==> src/rtl/mc_pkg.sv <==
// Shared definitions for the multi-cycle MIPS control unit: state encoding,
// opcode/funct constants, ALU function codes and the control-word struct.
package mc_pkg;

  typedef enum logic [3:0] {
    S_FETCH    = 4'd0,
    S_DECODE   = 4'd1,
    S_EXEC_R   = 4'd2,
    S_WB_R     = 4'd3,
    S_EXEC_I   = 4'd4,
    S_WB_I     = 4'd5,
    S_MEM_ADDR = 4'd6,
    S_MEM_RD   = 4'd7,
    S_MEM_WR   = 4'd8,
    S_WB_MEM   = 4'd9,
    S_BRANCH   = 4'd10,
    S_JUMP     = 4'd11,
    S_JR       = 4'd12,
    S_TRAP     = 4'd13
  } state_e;

  typedef enum logic [3:0] {
    ALU_ADD  = 4'd0,
    ALU_SUB  = 4'd1,
    ALU_AND  = 4'd2,
    ALU_OR   = 4'd3,
    ALU_XOR  = 4'd4,
    ALU_NOR  = 4'd5,
    ALU_SLT  = 4'd6,
    ALU_SLTU = 4'd7,
    ALU_SLL  = 4'd8,
    ALU_SRL  = 4'd9,
    ALU_SRA  = 4'd10,
    ALU_LUI  = 4'd11
  } alu_op_e;

  localparam logic [5:0] OP_RTYPE = 6'b000000;
  localparam logic [5:0] OP_J     = 6'b000010;
  localparam logic [5:0] OP_JAL   = 6'b000011;
  localparam logic [5:0] OP_BEQ   = 6'b000100;
  localparam logic [5:0] OP_BNE   = 6'b000101;
  localparam logic [5:0] OP_ADDI  = 6'b001000;
  localparam logic [5:0] OP_ADDIU = 6'b001001;
  localparam logic [5:0] OP_SLTI  = 6'b001010;
  localparam logic [5:0] OP_ANDI  = 6'b001100;
  localparam logic [5:0] OP_ORI   = 6'b001101;
  localparam logic [5:0] OP_LUI   = 6'b001111;
  localparam logic [5:0] OP_LW    = 6'b100011;
  localparam logic [5:0] OP_SW    = 6'b101011;

  localparam logic [5:0] FN_SLL  = 6'b000000;
  localparam logic [5:0] FN_SRL  = 6'b000010;
  localparam logic [5:0] FN_SRA  = 6'b000011;
  localparam logic [5:0] FN_JR   = 6'b001000;
  localparam logic [5:0] FN_ADD  = 6'b100000;
  localparam logic [5:0] FN_ADDU = 6'b100001;
  localparam logic [5:0] FN_SUB  = 6'b100010;
  localparam logic [5:0] FN_SUBU = 6'b100011;
  localparam logic [5:0] FN_AND  = 6'b100100;
  localparam logic [5:0] FN_OR   = 6'b100101;
  localparam logic [5:0] FN_XOR  = 6'b100110;
  localparam logic [5:0] FN_NOR  = 6'b100111;
  localparam logic [5:0] FN_SLT  = 6'b101010;
  localparam logic [5:0] FN_SLTU = 6'b101011;

  typedef struct packed {
    logic       pc_wr;
    logic       ir_wr;
    logic       iord;
    logic       mem_rd;
    logic       mem_wr;
    logic       reg_wr;
    logic [1:0] reg_dst;
    logic [1:0] mem_to_reg;
    logic       alu_src_a;
    logic [1:0] alu_src_b;
    logic       ext_op;
    logic [1:0] pc_src;
  } ctrl_t;

  // States that stall on mem_ready and are covered by the bus timeout.
  function automatic logic is_wait_state(state_e s);
    return (s == S_FETCH) || (s == S_MEM_RD) || (s == S_MEM_WR);
  endfunction

endpackage

==> src/rtl/mc_if.sv <==
// Control/status bundle between the multi-cycle control unit (master) and
// the shared-memory datapath (slave).
interface mc_if #(
  parameter int ALUF_W = 5
);
  logic [5:0]        op;
  logic [5:0]        fun;
  logic              zero;
  logic              mem_ready;
  logic              pc_wr;
  logic              ir_wr;
  logic              iord;
  logic              mem_rd;
  logic              mem_wr;
  logic              reg_wr;
  logic [1:0]        reg_dst;
  logic [1:0]        mem_to_reg;
  logic              alu_src_a;
  logic [1:0]        alu_src_b;
  logic              ext_op;
  logic [1:0]        pc_src;
  logic [ALUF_W-1:0] aluf;
  logic [3:0]        state_o;
  logic              illegal;
  logic              bus_err;

  modport master (
    input  op, fun, zero, mem_ready,
    output pc_wr, ir_wr, iord, mem_rd, mem_wr, reg_wr, reg_dst, mem_to_reg,
           alu_src_a, alu_src_b, ext_op, pc_src, aluf, state_o, illegal, bus_err
  );

  modport slave (
    output op, fun, zero, mem_ready,
    input  pc_wr, ir_wr, iord, mem_rd, mem_wr, reg_wr, reg_dst, mem_to_reg,
           alu_src_a, alu_src_b, ext_op, pc_src, aluf, state_o, illegal, bus_err
  );
endinterface

==> src/rtl/mc_alu_decode.sv <==
// ALU function decoder: picks the ALU code for the current state from the
// funct field (R-type) or opcode (immediate ops), and flags legal ALU functs.
module mc_alu_decode
  import mc_pkg::*;
#(
  parameter int ALUF_W = 5
) (
  input  logic [5:0]        op,
  input  logic [5:0]        fun,
  input  state_e            state,
  output logic [ALUF_W-1:0] aluf,
  output logic              fun_legal
);

  alu_op_e fun_code;
  alu_op_e imm_code;
  alu_op_e code;

  // NOTE: every variable gets a default first so no path leaves a latch.
  always_comb begin
    fun_code  = ALU_ADD;
    fun_legal = 1'b1;
    unique case (fun)
      FN_ADD, FN_ADDU: fun_code = ALU_ADD;
      FN_SUB, FN_SUBU: fun_code = ALU_SUB;
      FN_AND:          fun_code = ALU_AND;
      FN_OR:           fun_code = ALU_OR;
      FN_XOR:          fun_code = ALU_XOR;
      FN_NOR:          fun_code = ALU_NOR;
      FN_SLT:          fun_code = ALU_SLT;
      FN_SLTU:         fun_code = ALU_SLTU;
      FN_SLL:          fun_code = ALU_SLL;
      FN_SRL:          fun_code = ALU_SRL;
      FN_SRA:          fun_code = ALU_SRA;
      default:         fun_legal = 1'b0;
    endcase
  end

  always_comb begin
    imm_code = ALU_ADD;
    unique case (op)
      OP_SLTI: imm_code = ALU_SLT;
      OP_ANDI: imm_code = ALU_AND;
      OP_ORI:  imm_code = ALU_OR;
      OP_LUI:  imm_code = ALU_LUI;
      default: imm_code = ALU_ADD;
    endcase
  end

  always_comb begin
    code = ALU_ADD;
    unique case (state)
      S_EXEC_R: code = fun_code;
      S_EXEC_I: code = imm_code;
      S_BRANCH: code = ALU_SUB;
      default:  code = ALU_ADD;
    endcase
  end

  assign aluf = ALUF_W'(code);

endmodule

==> src/rtl/multicycle_control.sv <==
// Multi-cycle MIPS control FSM: fetch/decode/execute/memory/writeback, with
// mem_ready stalls, a bus-hang timeout trap and an illegal-instruction trap.
module multicycle_control
  import mc_pkg::*;
#(
  parameter int ALUF_W      = 5,
  parameter int TMO_W       = 4,
  parameter int MEM_TIMEOUT = 15
) (
  input logic clk,
  input logic rst,
  mc_if.master bus
);

  state_e            state_q, state_d;
  logic [TMO_W-1:0]  tmo_q, tmo_d;
  logic              illegal_q, illegal_d;
  logic              bus_err_q, bus_err_d;
  ctrl_t             ctrl;
  logic [ALUF_W-1:0] aluf_w;
  logic              fun_legal;
  logic              tmo_limit;
  logic [TMO_W-1:0]  tmo_inc;

  mc_alu_decode #(.ALUF_W(ALUF_W)) u_alu_decode (
    .op       (bus.op),
    .fun      (bus.fun),
    .state    (state_q),
    .aluf     (aluf_w),
    .fun_legal(fun_legal)
  );

  assign tmo_limit = (tmo_q == TMO_W'(MEM_TIMEOUT - 1));
  assign tmo_inc   = (tmo_q == '1) ? tmo_q : tmo_q + 1'b1;

  always_comb begin
    state_d   = state_q;
    tmo_d     = '0;
    illegal_d = illegal_q;
    bus_err_d = bus_err_q;
    ctrl      = '0;

    unique case (state_q)
      S_FETCH: begin
        ctrl.mem_rd    = 1'b1;
        ctrl.alu_src_b = 2'd1;
        if (bus.mem_ready) begin
          ctrl.ir_wr = 1'b1;
          ctrl.pc_wr = 1'b1;
          state_d    = S_DECODE;
        end
      end

      S_DECODE: begin
        // Branch target is computed here so BRANCH can load it from ALUOut.
        ctrl.alu_src_b = 2'd3;
        ctrl.ext_op    = 1'b1;
        unique case (bus.op)
          OP_RTYPE: begin
            if (bus.fun == FN_JR) state_d = S_JR;
            else if (fun_legal)   state_d = S_EXEC_R;
            else begin
              state_d   = S_TRAP;
              illegal_d = 1'b1;
            end
          end
          OP_LW, OP_SW:   state_d = S_MEM_ADDR;
          OP_BEQ, OP_BNE: state_d = S_BRANCH;
          OP_J, OP_JAL:   state_d = S_JUMP;
          OP_ADDI, OP_ADDIU, OP_SLTI, OP_ANDI, OP_ORI, OP_LUI:
                          state_d = S_EXEC_I;
          default: begin
            state_d   = S_TRAP;
            illegal_d = 1'b1;
          end
        endcase
      end

      S_EXEC_R: begin
        ctrl.alu_src_a = 1'b1;
        state_d        = S_WB_R;
      end

      S_WB_R: begin
        ctrl.reg_wr  = 1'b1;
        ctrl.reg_dst = 2'd1;
        state_d      = S_FETCH;
      end

      S_EXEC_I: begin
        ctrl.alu_src_a = 1'b1;
        ctrl.alu_src_b = 2'd2;
        ctrl.ext_op    = !(bus.op inside {OP_ANDI, OP_ORI, OP_LUI});
        state_d        = S_WB_I;
      end

      S_WB_I: begin
        ctrl.reg_wr = 1'b1;
        state_d     = S_FETCH;
      end

      S_MEM_ADDR: begin
        ctrl.alu_src_a = 1'b1;
        ctrl.alu_src_b = 2'd2;
        ctrl.ext_op    = 1'b1;
        state_d        = (bus.op == OP_LW) ? S_MEM_RD : S_MEM_WR;
      end

      S_MEM_RD: begin
        ctrl.mem_rd = 1'b1;
        ctrl.iord   = 1'b1;
        if (bus.mem_ready) state_d = S_WB_MEM;
      end

      S_MEM_WR: begin
        ctrl.mem_wr = 1'b1;
        ctrl.iord   = 1'b1;
        if (bus.mem_ready) state_d = S_FETCH;
      end

      S_WB_MEM: begin
        ctrl.reg_wr     = 1'b1;
        ctrl.mem_to_reg = 2'd1;
        state_d         = S_FETCH;
      end

      S_BRANCH: begin
        ctrl.alu_src_a = 1'b1;
        ctrl.pc_src    = 2'd1;
        ctrl.pc_wr     = (bus.op == OP_BEQ) ? bus.zero : !bus.zero;
        state_d        = S_FETCH;
      end

      S_JUMP: begin
        ctrl.pc_src = 2'd2;
        ctrl.pc_wr  = 1'b1;
        if (bus.op == OP_JAL) begin
          ctrl.reg_wr     = 1'b1;
          ctrl.reg_dst    = 2'd2;
          ctrl.mem_to_reg = 2'd2;
        end
        state_d = S_FETCH;
      end

      S_JR: begin
        ctrl.pc_src = 2'd3;
        ctrl.pc_wr  = 1'b1;
        state_d     = S_FETCH;
      end

      default: state_d = S_TRAP;
    endcase

    // Stall accounting; a transition leaves tmo_d at its cleared default.
    if (is_wait_state(state_q) && !bus.mem_ready) begin
      tmo_d = tmo_inc;
      if (tmo_limit) begin
        state_d   = S_TRAP;
        bus_err_d = 1'b1;
      end
    end

    // NOTE: reset must silence the Moore outputs of FETCH at once, so the
    // control word is gated combinationally rather than waiting for a clock.
    if (rst) ctrl = '0;
  end

  // NOTE: state registers use non-blocking assignments only.
  always_ff @(posedge clk or posedge rst) begin
    if (rst) begin
      state_q   <= S_FETCH;
      tmo_q     <= '0;
      illegal_q <= 1'b0;
      bus_err_q <= 1'b0;
    end else begin
      state_q   <= state_d;
      tmo_q     <= tmo_d;
      illegal_q <= illegal_d;
      bus_err_q <= bus_err_d;
    end
  end

  assign bus.pc_wr      = ctrl.pc_wr;
  assign bus.ir_wr      = ctrl.ir_wr;
  assign bus.iord       = ctrl.iord;
  assign bus.mem_rd     = ctrl.mem_rd;
  assign bus.mem_wr     = ctrl.mem_wr;
  assign bus.reg_wr     = ctrl.reg_wr;
  assign bus.reg_dst    = ctrl.reg_dst;
  assign bus.mem_to_reg = ctrl.mem_to_reg;
  assign bus.alu_src_a  = ctrl.alu_src_a;
  assign bus.alu_src_b  = ctrl.alu_src_b;
  assign bus.ext_op     = ctrl.ext_op;
  assign bus.pc_src     = ctrl.pc_src;
  assign bus.aluf       = rst ? '0 : aluf_w;
  assign bus.state_o    = state_q;
  assign bus.illegal    = illegal_q;
  assign bus.bus_err    = bus_err_q;

endmodule

==> src/flat_wrapper.sv <==
// flat-port wrapper written by rule: the top's interface ports become plain ports
module multicycle_control_flat import mc_pkg::*;
#(
  parameter int ALUF_W      = 5,
  parameter int TMO_W       = 4,
  parameter int MEM_TIMEOUT = 15
)
  (clk, rst, bus_op, bus_fun, bus_zero, bus_mem_ready, bus_pc_wr, bus_ir_wr, bus_iord, bus_mem_rd, bus_mem_wr, bus_reg_wr, bus_reg_dst, bus_mem_to_reg, bus_alu_src_a, bus_alu_src_b, bus_ext_op, bus_pc_src, bus_aluf, bus_state_o, bus_illegal, bus_bus_err);
  mc_if #(.ALUF_W(ALUF_W)) bus_i ();
  input logic clk;
  input logic rst;
  input wire logic [$bits(bus_i.op)-1:0] bus_op;
  input wire logic [$bits(bus_i.fun)-1:0] bus_fun;
  input wire logic [$bits(bus_i.zero)-1:0] bus_zero;
  input wire logic [$bits(bus_i.mem_ready)-1:0] bus_mem_ready;
  output wire logic [$bits(bus_i.pc_wr)-1:0] bus_pc_wr;
  output wire logic [$bits(bus_i.ir_wr)-1:0] bus_ir_wr;
  output wire logic [$bits(bus_i.iord)-1:0] bus_iord;
  output wire logic [$bits(bus_i.mem_rd)-1:0] bus_mem_rd;
  output wire logic [$bits(bus_i.mem_wr)-1:0] bus_mem_wr;
  output wire logic [$bits(bus_i.reg_wr)-1:0] bus_reg_wr;
  output wire logic [$bits(bus_i.reg_dst)-1:0] bus_reg_dst;
  output wire logic [$bits(bus_i.mem_to_reg)-1:0] bus_mem_to_reg;
  output wire logic [$bits(bus_i.alu_src_a)-1:0] bus_alu_src_a;
  output wire logic [$bits(bus_i.alu_src_b)-1:0] bus_alu_src_b;
  output wire logic [$bits(bus_i.ext_op)-1:0] bus_ext_op;
  output wire logic [$bits(bus_i.pc_src)-1:0] bus_pc_src;
  output wire logic [$bits(bus_i.aluf)-1:0] bus_aluf;
  output wire logic [$bits(bus_i.state_o)-1:0] bus_state_o;
  output wire logic [$bits(bus_i.illegal)-1:0] bus_illegal;
  output wire logic [$bits(bus_i.bus_err)-1:0] bus_bus_err;
  assign bus_i.op = bus_op;
  assign bus_i.fun = bus_fun;
  assign bus_i.zero = bus_zero;
  assign bus_i.mem_ready = bus_mem_ready;
  assign bus_pc_wr = bus_i.pc_wr;
  assign bus_ir_wr = bus_i.ir_wr;
  assign bus_iord = bus_i.iord;
  assign bus_mem_rd = bus_i.mem_rd;
  assign bus_mem_wr = bus_i.mem_wr;
  assign bus_reg_wr = bus_i.reg_wr;
  assign bus_reg_dst = bus_i.reg_dst;
  assign bus_mem_to_reg = bus_i.mem_to_reg;
  assign bus_alu_src_a = bus_i.alu_src_a;
  assign bus_alu_src_b = bus_i.alu_src_b;
  assign bus_ext_op = bus_i.ext_op;
  assign bus_pc_src = bus_i.pc_src;
  assign bus_aluf = bus_i.aluf;
  assign bus_state_o = bus_i.state_o;
  assign bus_illegal = bus_i.illegal;
  assign bus_bus_err = bus_i.bus_err;
  multicycle_control #(.ALUF_W(ALUF_W), .TMO_W(TMO_W), .MEM_TIMEOUT(MEM_TIMEOUT)) u_core (.clk(clk), .rst(rst), .bus(bus_i));
endmodule
==> config.mk <==
export PLATFORM = sky130hd
export DESIGN_NAME = multicycle_control_flat
export DESIGN_NICKNAME = d
export VERILOG_FILES = /design/src/rtl/mc_pkg.sv /design/src/rtl/mc_if.sv /design/src/rtl/mc_alu_decode.sv /design/src/rtl/multicycle_control.sv /design/src/flat_wrapper.sv
export SDC_FILE = /design/constraint.sdc
export NUM_CORES = 1
export LEC_CHECK = 0
export ABC_AREA = 1
export BUFFER_PORTS_ARGS = -buffer_cell sky130_fd_sc_hd__buf_2
export CAP_MARGIN = 40
export CORE_AREA = 4 4 58 60
export CTS_BUF_LIST = sky130_fd_sc_hd__clkbuf_2 sky130_fd_sc_hd__clkbuf_4 sky130_fd_sc_hd__clkbuf_8
export DETAILED_ROUTE_END_ITERATION = 6
export DIE_AREA = 0 0 62 64
export GPL_TIMING_DRIVEN = 0
export PLACE_DENSITY = 0.69
export SLEW_MARGIN = 20
export SYNTH_ARGS = -nofsm -noshare
export SYNTH_HDL_FRONTEND = slang
export SYNTH_SLANG_ARGS = --single-unit
export TNS_END_PERCENT = 30
==> constraint.sdc <==
create_clock -name clk -period 1.8 [get_ports clk]
set_input_delay 0.54 -clock clk [delete_from_list [all_inputs] [get_ports clk]]
set_output_delay 0.54 -clock clk [all_outputs]
set_load 0.01 [all_outputs]
Word level (Yosys, flattened, before mapping)
Cells that the tools add are included.
- add/subtract/negate cells: 1
- multiply operators: 0
- div/mod/pow operators: 0
- $lt $le $gt $ge: 0
- eq/ne operators: 42
- shifts and indexed selects: 0
- multiplexer cells: 36
- bitwise gates (word level): 1
- reduce and logical (&&, ||, !) cells: 27
- operators with widths (kind ; count):
    $eq A6 B6 Y1 const B ; 12
    $mux W4 ; 11
    $eq A6 B4 Y1 const B ; 7
    $pmux W4 S10 ; 1
    $pmux W4 S8 ; 1
    $eq A4 B4 Y1 const B ; 7
    $eq A6 B2 Y1 const B ; 4
    $pmux W4 S5 ; 1
    $reduce_or A2 Y1 ; 9
    $eq A4 B3 Y1 const B ; 4
    $mux W16 ; 1
    $pmux W4 S4 ; 1
    $reduce_or A13 Y1 ; 1
    $eq A6 B3 Y1 const B ; 2
    $logic_not A6 Y1 ; 2
    $pmux W2 S3 ; 2
    $pmux W4 S3 ; 1
    $reduce_or A12 Y1 ; 1
    $reduce_or A6 Y1 ; 2
    $mux W1 ; 9
    $eq A4 B2 Y1 const B ; 2
    $pmux W2 S2 ; 2
    $ne A2 B2 Y1 const B ; 3
    $pmux W1 S2 ; 3
    15 further kinds ; 18
- register bits after elaboration: 10
- latch bits: 0
- memory bits (writable): 0
- memory bits (read-only): 0
- bits of input ports: 16
- logic and storage cells: 111
- memories: 0

Depth between registers and ports, before layout
- depth in word-level cells: 9
- gate-level depth with buffers: 11

Modules after synthesis
Synthesis repeated with hierarchy kept, for this count alone.
- cell total of the unflattened synthesis: 249
- area total of the unflattened synthesis: 1335.0 µm²
- modules (own cells, without submodules) (module ; instances ; cells an instance ; area each (µm²)):
    multicycle_control ; 1 ; 183 ; 1041.0
    mc_alu_decode ; 1 ; 66 ; 294.0

Worst setup path after synthesis
No wires, ideal clock.
- path type: input-to-output
- start point: input port rst
- end point: output port bus_reg_dst[1]
- data arrival time: 1.352 ns
- required time: 1.260 ns
- slack: -0.092 ns
- cell stages on the path: 4
- path buffers: 1
- cells stage by stage: inv_1 -> nand3_1 -> nor2_1 -> buf_4
- cells in the longest elaborated chain, start to end: 1
- RTL lines (item ; RTL line ; RTL):
    start, declared ; flat_wrapper.sv:11 ; input logic rst;
    $mux W16 ; multicycle_control.sv:165 ; if (rst) ctrl = '0;
    end, declared ; flat_wrapper.sv:22 ; output wire logic [$bits(bus_i.reg_dst)-1:0] bus_reg_dst;
Every way passes these cells.

Worst setup path after layout
- start point: register u_core.state_q[2], in the netlist u_core.bus.state_o[2]
- end point: output port bus_aluf[3]
- cells in the longest elaborated chain, start to end: 3
- elaborated cells on any way between the ends: 5
- those cells by class: eq/ne (3); mux (2)
- RTL lines (item ; RTL line ; RTL):
    start, declared ; multicycle_control.sv:15 ; state_e state_q, state_d;
    start signal, assigned ; multicycle_control.sv:176 ; state_q <= state_d;
    $eq A4 B4 Y1, or another cell as far along ; mc_alu_decode.sv:52 ; unique case (state)
    $pmux W4 S3 (*) ; mc_alu_decode.sv:52 ;
    $mux W4 (*) ; multicycle_control.sv:195 ; assign bus.aluf = rst ? '0 : aluf_w;
    end, declared ; flat_wrapper.sv:28 ; output wire logic [$bits(bus_i.aluf)-1:0] bus_aluf;
Every way passes the cells marked *; elsewhere a longest branch is shown, timed or not.

==> results.json <==
{
  "grt_pass1_vias": 1378,
  "gp_congestion": 0.828,
  "synthArstFlopShare_pct": 100,
  "ant_nets": 0,
  "fill_cells": 277,
  "cp_common_cell": "nor2_4",
  "end_kind": "output port",
  "cp.buffers_inverters": 3,
  "cp_slowest_cell": "dfrtp_2",
  "dr.pass1.iters": 4,
  "leakagePower_nw": 0.994,
  "outcome": "finished with violations",
  "grt_first_pass_wirelength_um": 5780,
  "via_per_inst": 5.00,
  "finalPower_mw": 0.492,
  "synth_edf_count": 0,
  "syn_to_final_growth_pct": 50.4,
  "yosys.cell_types.count": 34,
  "ir_worst_vdd_mv": 0.257,
  "overflow": 0,
  "startpoint_type": "flip-flop",
  "rows": 20,
  "grt_setup_unrepaired": "true",
  "worstRegToRegCells": 11,
  "routed_wl_um": 3670,
  "synth-seq-cells": 10,
  "start_util_pct": 42.7,
  "required_ns": 1.26,
  "critPathTopFamily": "simple AND/OR/NAND/NOR gates",
  "criticalPathCategory": "flip-flop to output port",
  "worstPathCellList": "nor2_4 > inv_4 > nor2_4 > inv_2 > nor2_2 > a41oi_1 > nor2_1 > buf_2",
  "antenna_cells": 0,
  "dp_cells": 282,
  "drv_slew": 0,
  "setup_ws_ns": -0.321,
  "cap_violations": 0,
  "antenna_found_initial": 0,
  "seq_area_um2": 255,
  "dieArea_um2": 3970,
  "final_cell_mix": "buf_2, nand2_1, nor2_1",
  "cts_tree": "done",
  "crit_arrival_ns": 1.58,
  "via_count": 1536,
  "design_area_um2": 1880,
  "finalSetupViolations": 20,
  "nNetsFinal": 294,
  "hold_viol_final": 0,
  "dp_hpwl_um": 2590,
  "fp.dieH_um": 64,
  "final_common_cell": "buf_2",
  "ios": 43,
  "crit_fanout": 5,
  "fin_skew_ns": 0.00377,
  "clock_latency_ns": 0.26,
  "grtUsageTotal_pct": 18.2,
  "portBuffers": 41,
  "yosysWarnings": 0,
  "fin_cells": 307,
  "drt_iter0_drc": 76,
  "htreeDepth": 1,
  "ctsLongestPathBuffers": 2,
  "powerDensity_nw_per_um2": 262,
  "synth_ff_type": "dfrtp_1",
  "design.core.area_um2": 2930,
  "fp.dieW_um": 62,
  "grt_max_degree": 16,
  "syn_nets": 226,
  "ys_seq_area_share_pct": 20.0,
  "violations": "negative setup slack",
  "critPathMaxStageDelay_ns": 0.48,
  "post-route-period-util_pct": 118,
  "clock-sinks": 10,
  "final_util_pct": 64.3,
  "period_minus_slack_ns": 2.12,
  "drive_gt1_share_pct": 50.4,
  "clk_pin_slew_ns": 0.06,
  "fmax_mhz": 472,
  "drc": 0,
  "path_depth": 8,
  "whs_ns": 0.422,
  "cts_buffers": 3,
  "dpl_cell_area_um2": 1510,
  "netlist_area_um2": 1250,
  "wl_per_cell_um": 12.0,
  "cts_root_buf": "clkbuf_4",
  "multi_input_area_um2": 1020,
  "syn_area_per_cell_um2": 6.02,
  "synthCells": 208,
  "min_path_type": "input pin to async pin"
}
## worst paths after layout
path	start	end	slack, ns
setup / recovery	u_core.bus.state_o[2]	bus_aluf[3]	-0.32
hold / removal	rst	u_core.tmo_q[2]	0.42
setup reg to reg	u_core.bus.state_o[1]	u_core.bus.state_o[2]	0.23
hold reg to reg	u_core.bus.bus_err	u_core.bus.bus_err	0.45
max in group asynchronous	rst	u_core.bus.state_o[0]	1.22
min in group clk	u_core.bus.bus_err	u_core.bus.bus_err	0.45
## tightest hold or removal path, stage by stage
cell        delay [ns]
buf_2             0.15
clkinvlp_4        0.13
buf_4             0.20
## cells by family (layout without fill, tap and decap cells)
family	after synthesis	in the layout	share of synthesized area, %
DFF	10	10	20.0
xor gates and xnor gates	1	1	0.700
and+or+nand+nor	131	131	51.9
adders and majority gates	2	2	2.00
buffers and inverters	38	104	12.1
AOI/OAI and AO/OA	25	25	13.0
other	1	1	0.300
## cells in the mapped netlist (2+ instances only)
library cell | instances | share of area [%]
a21oi_1 | 8 | 3.2
a31oi_1 | 2 | 1.0
a41oi_1 | 2 | 1.4
buf_4 | 2 | 1.2
dfrtp_1 | 10 | 20
ha_1 | 2 | 2.0
inv_1 | 28 | 8.4
inv_2 | 6 | 1.8
nand2_1 | 38 | 11
nand2_2 | 5 | 2.5
nand2_4 | 2 | 1.8
nand3_1 | 20 | 8.0
nand3_2 | 3 | 2.4
nand3b_1 | 2 | 1.2
nand4_1 | 6 | 3.0
nor2_1 | 40 | 12
nor2_2 | 5 | 2.5
nor2_4 | 4 | 3.6
nor3_1 | 3 | 1.2
o211ai_1 | 2 | 1.2
o21ai_0 | 4 | 1.6
o21ai_2 | 2 | 1.4
## registers in the layout (all words and copies together), names as in the netlist
name and count:
u_core.tmo_q 4, u_core.bus.illegal 1, u_core.bus.state_o 4, u_core.bus.bus_err 1
## per-stage QoR
stage | setup TNS (ns) | setup WS, ns
after floorplan | -0.0921 | -0.0263
after global placement | -3.04 | -0.387
after detailed placement | -3.11 | -0.372
after CTS | -3.39 | -0.307
after global routing | -5.62 | -0.414
final | -3.93 | -0.321
## timing repair
action | 4_1_cts | 5_1_grt
setup endpoints to repair | 20 | 20
endpoints found under the hold margin | 0 | 0
setup buffers | 13 | 9
resized for setup | 35 | 26
hold buffers | 0 | 0
pin swaps | 15 | 7
## power by group
part	switching [mW]	total, mW	internal (mW)
registers	0	0.225	0.225
logic	0.0766	0.117	0.0405
clock network	0.0736	0.151	0.0771
## layer usage
metal / wire (µm) / track usage (%)
met1: 1600 / 24.3
met2: 1900 / 31.1
met3: 146 / 1.41
met4: 28 / 3.45
met5: 0 / 0
## area by class of cell
cell class	count	area share, %
multi-input cells	160	54.0
repair buffers	63	20.2
flip-flops and latches	10	13.6
well taps	33	2.19
inverters	35	7.78
clock buffers	3	1.20
plain buffers	3	1.06
(Power assumes the default switching activity.)
